$ cat src/rtl/nn_fp_pkg.sv
`default_nettype none
// ============================================================================
// nn_fp_pkg : float format constants, fp_t struct, accumulator FSM states
// Rev 1.0
// ============================================================================
package nn_fp_pkg;

    localparam int          FP_EXP_W    = 8;
    localparam int          FP_MAN_W    = 23;
    localparam int          FP_EXP_BIAS = 127;
    localparam logic [31:0] FP_MAX_POS  = 32'h7F7FFFFF;

    typedef struct packed {
        logic                sign;
        logic [FP_EXP_W-1:0] exp;
        logic [FP_MAN_W-1:0] man;
    } fp_t;

    typedef enum logic [2:0] {
        ST_IDLE   = 3'd0,
        ST_ACCEPT = 3'd1,
        ST_MUL    = 3'd2,
        ST_ADD    = 3'd3,
        ST_DONE   = 3'd4
    } state_t;

    // Zero/denormal collapse to +0; Inf/NaN are clamped to the largest finite magnitude.
    function automatic fp_t fp_sanitize(input fp_t a);
        fp_t r;
        r = a;
        if (a.exp == '0) begin
            r = '0;
        end else if (a.exp == '1) begin
            r.exp = 8'hFE;
            r.man = '1;
        end
        return r;
    endfunction

endpackage
`default_nettype wire

$ cat src/rtl/fp_add.sv
`default_nettype none
// ============================================================================
// fp_add : combinational float add/sub, truncating, saturating, flush-to-zero
// Rev 1.0
// ============================================================================
module fp_add
    import nn_fp_pkg::*;
(
    input  logic [31:0] a,
    input  logic [31:0] b,
    output logic [31:0] y
);

    fp_t                w_sa, w_sb, w_big, w_small, w_res;
    logic [7:0]         w_d;
    logic [26:0]        w_mb, w_ms_full, w_ms, w_norm;
    logic               w_sticky;
    logic [27:0]        w_s;
    logic [4:0]         w_lz;
    logic signed [9:0]  w_e;
    logic [22:0]        w_man;

    always_comb begin
        w_sa = fp_sanitize(fp_t'(a));
        w_sb = fp_sanitize(fp_t'(b));
        if ({w_sa.exp, w_sa.man} >= {w_sb.exp, w_sb.man}) begin
            w_big   = w_sa;
            w_small = w_sb;
        end else begin
            w_big   = w_sb;
            w_small = w_sa;
        end

        // Three guard bits plus sticky keep subtraction truncating toward zero.
        w_d       = w_big.exp - w_small.exp;
        w_mb      = {1'b1, w_big.man, 3'b000};
        w_ms_full = {1'b1, w_small.man, 3'b000};
        if (w_d >= 8'd27) begin
            w_ms     = '0;
            w_sticky = 1'b1;
        end else begin
            w_ms     = w_ms_full >> w_d;
            w_sticky = |(w_ms_full & ~({27{1'b1}} << w_d));
        end
        w_ms[0] = w_ms[0] | w_sticky;

        if (w_big.sign == w_small.sign) begin
            w_s = {1'b0, w_mb} + {1'b0, w_ms};
        end else begin
            w_s = {1'b0, w_mb - w_ms};
        end

        w_lz = '0;
        for (int i = 0; i < 27; i++) begin
            if (w_s[i]) begin
                w_lz = 5'(26 - i);
            end
        end
        w_norm = w_s[26:0] << w_lz;

        if (w_s[27]) begin
            w_e   = $signed({2'b00, w_big.exp}) + 10'sd1;
            w_man = 23'(w_s >> 4);
        end else begin
            w_e   = $signed({2'b00, w_big.exp}) - $signed({5'b00000, w_lz});
            w_man = 23'(w_norm >> 3);
        end

        w_res = '0;
        if (w_sa.exp == '0) begin
            w_res = w_sb;
        end else if (w_sb.exp == '0) begin
            w_res = w_sa;
        end else if (w_s == '0) begin
            w_res = '0;
        end else if (w_e >= 10'sd255) begin
            w_res      = fp_t'(FP_MAX_POS);
            w_res.sign = w_big.sign;
        end else if (w_e <= 10'sd0) begin
            w_res = '0;
        end else begin
            w_res = {w_big.sign, w_e[7:0], w_man};
        end
        y = w_res;
    end

endmodule
`default_nettype wire

$ cat src/rtl/neuron_accum.sv
`default_nettype none
// ============================================================================
// neuron_accum : streamed float dot product sum(x_i*w_i) over N pairs
// Option macro NEURON_BIAS_EN adds a bias port that seeds the accumulator.
// Rev 1.0
// ============================================================================
module neuron_accum
    import nn_fp_pkg::*;
#(
    parameter int S = 32,
    parameter int N = 4
) (
    input  logic         clk,
    input  logic         rst_n,
    input  logic         start,
    input  logic [S-1:0] x_in,
    input  logic [S-1:0] w_in,
`ifdef NEURON_BIAS_EN
    input  logic [S-1:0] bias,
`endif
    input  logic         in_valid,
    output logic         in_ready,
    output logic [S-1:0] sum,
    output logic         done,
    output logic         busy
);

    localparam int CW = $clog2(N + 1);

    state_t            r_state, w_state_next;
    logic [CW-1:0]     r_cnt;
    fp_t               r_x, r_w, r_prod, r_acc, r_sum;
    logic              r_done;
    fp_t               w_ma, w_mb, w_prod, w_acc_init;
    logic [31:0]       w_add;
    logic [47:0]       w_pm;
    logic signed [9:0] w_pe;
    logic [22:0]       w_pman;

`ifdef NEURON_BIAS_EN
    assign w_acc_init = fp_sanitize(fp_t'(bias));
`else
    assign w_acc_init = '0;
`endif

    // Multiplier: 24x24 mantissa product, truncated, with the same edge rules as the adder.
    always_comb begin
        w_ma = fp_sanitize(r_x);
        w_mb = fp_sanitize(r_w);
        w_pm = 48'({1'b1, w_ma.man}) * 48'({1'b1, w_mb.man});
        w_pe = $signed({2'b00, w_ma.exp}) + $signed({2'b00, w_mb.exp}) - 10'(FP_EXP_BIAS);
        if (w_pm[47]) begin
            w_pe   = w_pe + 10'sd1;
            w_pman = 23'(w_pm >> 24);
        end else begin
            w_pman = 23'(w_pm >> 23);
        end
        w_prod = '0;
        if (w_ma.exp == '0 || w_mb.exp == '0) begin
            w_prod = '0;
        end else if (w_pe >= 10'sd255) begin
            w_prod      = fp_t'(FP_MAX_POS);
            w_prod.sign = w_ma.sign ^ w_mb.sign;
        end else if (w_pe <= 10'sd0) begin
            w_prod = '0;
        end else begin
            w_prod = {w_ma.sign ^ w_mb.sign, w_pe[7:0], w_pman};
        end
    end

    fp_add u_fp_add (
        .a (r_acc),
        .b (r_prod),
        .y (w_add)
    );

    always_ff @(posedge clk) begin
        if (!rst_n) begin
            r_state <= ST_IDLE;
        end else begin
            r_state <= w_state_next;
        end
    end

    always_comb begin
        w_state_next = r_state;
        in_ready     = 1'b0;
        busy         = 1'b1;
        case (r_state)
            ST_IDLE: begin
                busy = 1'b0;
                if (start) begin
                    w_state_next = ST_ACCEPT;
                end
            end
            ST_ACCEPT: begin
                in_ready = 1'b1;
                if (in_valid) begin
                    w_state_next = ST_MUL;
                end
            end
            ST_MUL:  w_state_next = ST_ADD;
            ST_ADD:  w_state_next = (r_cnt == CW'(N - 1)) ? ST_DONE : ST_ACCEPT;
            ST_DONE: w_state_next = ST_IDLE;
            default: w_state_next = ST_IDLE;
        endcase
    end

    always_ff @(posedge clk) begin
        if (!rst_n) begin
            r_cnt  <= '0;
            r_x    <= '0;
            r_w    <= '0;
            r_prod <= '0;
            r_acc  <= '0;
            r_sum  <= '0;
            r_done <= 1'b0;
        end else begin
            r_done <= 1'b0;
            case (r_state)
                ST_IDLE: begin
                    if (start) begin
                        r_acc <= w_acc_init;
                        r_cnt <= '0;
                        r_sum <= '0;
                    end
                end
                ST_ACCEPT: begin
                    if (in_valid) begin
                        r_x <= fp_t'(x_in);
                        r_w <= fp_t'(w_in);
                    end
                end
                ST_MUL: r_prod <= w_prod;
                ST_ADD: begin
                    r_acc <= fp_t'(w_add);
                    r_cnt <= r_cnt + CW'(1);
                end
                ST_DONE: begin
                    r_sum  <= r_acc;
                    r_done <= 1'b1;
                end
                default: ;
            endcase
        end
    end

    assign sum  = r_sum;
    assign done = r_done;

endmodule
`default_nettype wire
$ cat config.mk
export PLATFORM = sky130hd
export DESIGN_NAME = neuron_accum
export DESIGN_NICKNAME = d
export VERILOG_FILES = /design/src/rtl/nn_fp_pkg.sv /design/src/rtl/fp_add.sv /design/src/rtl/neuron_accum.sv
export SDC_FILE = /design/constraint.sdc
export NUM_CORES = 2
export LEC_CHECK = 0
export CAP_MARGIN = 40
export CORE_MARGIN = 2
export CORE_UTILIZATION = 65
export CTS_CLUSTER_DIAMETER = 150
export DETAILED_ROUTE_END_ITERATION = 7
export MAX_ROUTING_LAYER = met4
export PLACE_DENSITY = 0.83
export SYNTH_ARGS = -nofsm -noshare
export SYNTH_HDL_FRONTEND = slang
export SYNTH_SLANG_ARGS = --single-unit
$ cat constraint.sdc
create_clock -name clk -period 38 [get_ports clk]
set_input_delay 7.6 -clock clk [delete_from_list [all_inputs] [get_ports clk]]
set_output_delay 7.6 -clock clk [all_outputs]
set_load 0.02 [all_outputs]
==> flow_summary.json <==
{
  "critical_path.slowest_cell": "and2_1",
  "run_status": "complete, but fails checks",
  "cts_hold_buffers": 0,
  "yosysUniqueCellTypes": 113,
  "grt_max_degree": 78,
  "syn_avg_cell_area_um2": 7.76,
  "cp_peak_stage_delay_ps": 820,
  "timing.hold.worst.start": "r_x[31]$_SDFFE_PN0P_",
  "remaining_drc_errors": 20,
  "clock-skew-final_ps": 14.8,
  "insertion_delay_ps": 490,
  "postcts_setup_bufs": 0,
  "grt_first_pass_wirelength_mm": 204,
  "synth_seq_area_share_pct": 9.51,
  "hold_viol_final": 0,
  "post_synth_arst_share_pct": 0,
  "commonest_non_fill_non_tap_cell_in_the_layout": "nand2_1",
  "met2WireLength_mm": 54.6,
  "drt-initial-drc-count": 5110,
  "classification_of_the_worst_slack_hold_path": "flop to flop",
  "setup_violations": 0,
  "wl_per_cell_um": 25.9,
  "clk_transition_reported_paths_ps": 80,
  "io-pin-count": 103,
  "num_rows": 85,
  "p_per_area_nw_per_um2": 13.3,
  "timing.hold.worst_path_depth": 2,
  "tritoncts_buffers": 17,
  "cts_root_buf": "clkbuf_16",
  "fp.dieW_um": 237,
  "setup_repair_after_global_routing_missed_its_margin": "false",
  "criticalPathCategory": "flop to flop",
  "post_synth_instance_area_um2": 35200,
  "grt.total_usage_pct": 49.5,
  "synthCells": 4533,
  "worst_slew_margin_rel_pct": 30.4,
  "routabilityCongestion": 1.08,
  "syn2layout_area_growth_pct": 6.93,
  "fraction_of_the_cycle_the_final_worst_path_needs_pct": 41.6,
  "power_leakage_nw": 16.7,
  "cts_tree": "built",
  "ff2ff_setup_slack_ps": 22180,
  "final_antenna_net_count": 0,
  "synth-edff-count": 0,
  "layout-drive-gt1-share_pct": 6.50,
  "num-nets-final": 5292,
  "clock_tree.buffer_depth": 2,
  "grt.overflow.total": 0,
  "wl_met3_mm": 21.7,
  "vias": 35000,
  "drt-total-wl_mm": 134,
  "port_buffers": 102,
  "cp_data_arrival_time_ps": 16250,
  "violated_checks": "DRC",
  "end_kind": "flop",
  "max_cap_viol_count": 0,
  "dr.pass1.iters": 8,
  "ys.warnings.count": 0,
  "timing.reg2reg.worst_path_depth": 57,
  "hold_path_end": "r_x[31]$_SDFFE_PN0P_",
  "vias_in_the_first_global_route": 34100,
  "numClockSinks": 167,
  "final_cell_utilization_of_the_core_pct": 70.1,
  "peakVddDrop_mv": 0.0319,
  "antenna_found_initial": 1,
  "synth_seq_cells": 167,
  "syn_nets": 5358,
  "top_signal_layer_used": "met4",
  "drt-vias-per-instance": 6.75,
  "worstPathMaxFanout": 32,
  "layout_common_cells": "694 x nand2_1, 622 x inv_1, 484 x fa_1",
  "worst_r2r_startpoint": "r_acc[24]$_SDFFE_PN0P_",
  "total_power_consumption_of_the_routed_design_uw": 501,
  "cts.repair.resized": 0,
  "htree_levels": 4,
  "maxSlewViolCount": 0,
  "synth-main-ff-cell": "dfxtp_1",
  "tightestPinTransition_ps": 1020,
  "initial_utilization_pct": 65.6,
  "tns_ps": 0,
  "core-area_um2": 53600,
  "detailed_place_hpwl_mm": 105,
  "end_of_the_worst_register_to_register_path": "r_acc[19]$_SDFFE_PN0P_",
  "max_freq_ghz": 0.0632,
  "fp.dieArea_um2": 56000,
  "die-height_um": 237,
  "met1_length_mm": 50.6,
  "worstSetupStartpointType": "flop",
  "period_needed_ps": 15820,
  "timing.critical_path.required_ps": 38430
}
## worst max-delay path, delay by kind of cell, from the launching register on
kind / cells / cell delay, ps
compound gates: 24 / 5520
xor+xnor: 1 / 140
fa+ha+maj: 5 / 1460
buf+inv: 5 / 930
flops: 1 / 490
simple gates: 22 / 7180
## area by class of cell
type	count	area (µm²)
diodes	4	10.0
clock buffers	17	425
clock inverters	15	191
fillers	4274	16000
inverters	636	2390
multi-input cells	3428	28300
flip-flops and latches	167	3340
well taps	696	871
repair buffers	217	2050
## through the flow
step,setup WS (ps),cells,hold slack (ps),instance area (µm²)
2_1_floorplan,25170,4533,420,35200
3_3_place_gp,22610,5116,440,36600
3_5_place_dp,22870,5142,446,36900
4_1_cts,22810,5174,456,37500
5_1_grt,21110,5176,475,37600
6_report,22180,5180,456,37600
## logic make-up (layout without fill, tap and decap cells)
family | count (synthesis) | count (layout) | synth area share, %
simple gates | 1489 | 1489 | 18.7
buf+inv | 938 | 885 | 10.3
xor+xnor | 70 | 70 | 1.77
fa+ha+maj | 757 | 757 | 37.3
flops | 167 | 167 | 9.51
compound gates | 1011 | 1011 | 19.0
other cells | 0 | 4 | 0
mux | 101 | 101 | 3.50
## power by group
part           leakage (nW)  internal [mW]  total, mW  switching [mW]
clock                 0.292         0.0900      0.190           0.100
sequential             1.35          0.178      0.181         0.00273
combinational          15.1         0.0433      0.129          0.0862
total                  16.7          0.311      0.501           0.189
## per-layer routing
metal | global-route usage (%) | vias to the layer above
met1 | 66.1 | 16600
met3 | 16.8 | 616
li1 | - | 14900
met4 | 21.2 | 0
met2 | 68.2 | 2826
met5 | - | -
## cell usage after synthesis, types with 25 or more instances
cell type / count / area (µm²)
a22o_1: 36 / 315
nand2_1: 697 / 2620
nor2_1: 395 / 1480
inv_1: 622 / 2330
buf_2: 35 / 175
and2_1: 33 / 206
mux2_2: 35 / 394
o21a_1: 44 / 330
clkbuf_1: 237 / 890
a31oi_1: 37 / 231
nor2b_1: 25 / 156
nor3_1: 71 / 355
a211oi_1: 40 / 300
o21ai_0: 220 / 1100
dfxtp_1: 167 / 3340
a221oi_1: 28 / 245
xor2_1: 25 / 219
a22oi_1: 25 / 188
xnor2_1: 44 / 385
o21ai_1: 25 / 125
fa_1: 484 / 9690
a21oi_1: 265 / 1330
mux2i_1: 51 / 510
nand3_1: 63 / 315
nand4_1: 29 / 181
ha_1: 273 / 3420
o211ai_1: 35 / 263
nor4_1: 30 / 188
a21o_1: 47 / 353
## worst max-delay path by stage
stage                            startpoint                      to  slack, ps  cells after the start
finish               r_acc[24]$_SDFFE_PN0P_  r_acc[19]$_SDFFE_PN0P_      22180                     57
global placement     r_acc[24]$_SDFFE_PN0P_  r_acc[21]$_SDFFE_PN0P_      22610                     58
detailed placement   r_acc[24]$_SDFFE_PN0P_  r_acc[19]$_SDFFE_PN0P_      22870                     57
floorplan           r_prod[26]$_SDFFE_PN0P_  r_acc[15]$_SDFFE_PN0P_      25170                     68
CTS                  r_acc[24]$_SDFFE_PN0P_  r_acc[19]$_SDFFE_PN0P_      22810                     57
global route         r_acc[24]$_SDFFE_PN0P_  r_acc[17]$_SDFFE_PN0P_      21110                     61
## sequential cells by signal, indices dropped and copies added (netlist names)
name     count
done         1
r_acc       32
r_cnt        3
r_prod      32
r_state      3
r_w         32
r_x         32
sum         32
(Power assumes the default switching activity.)
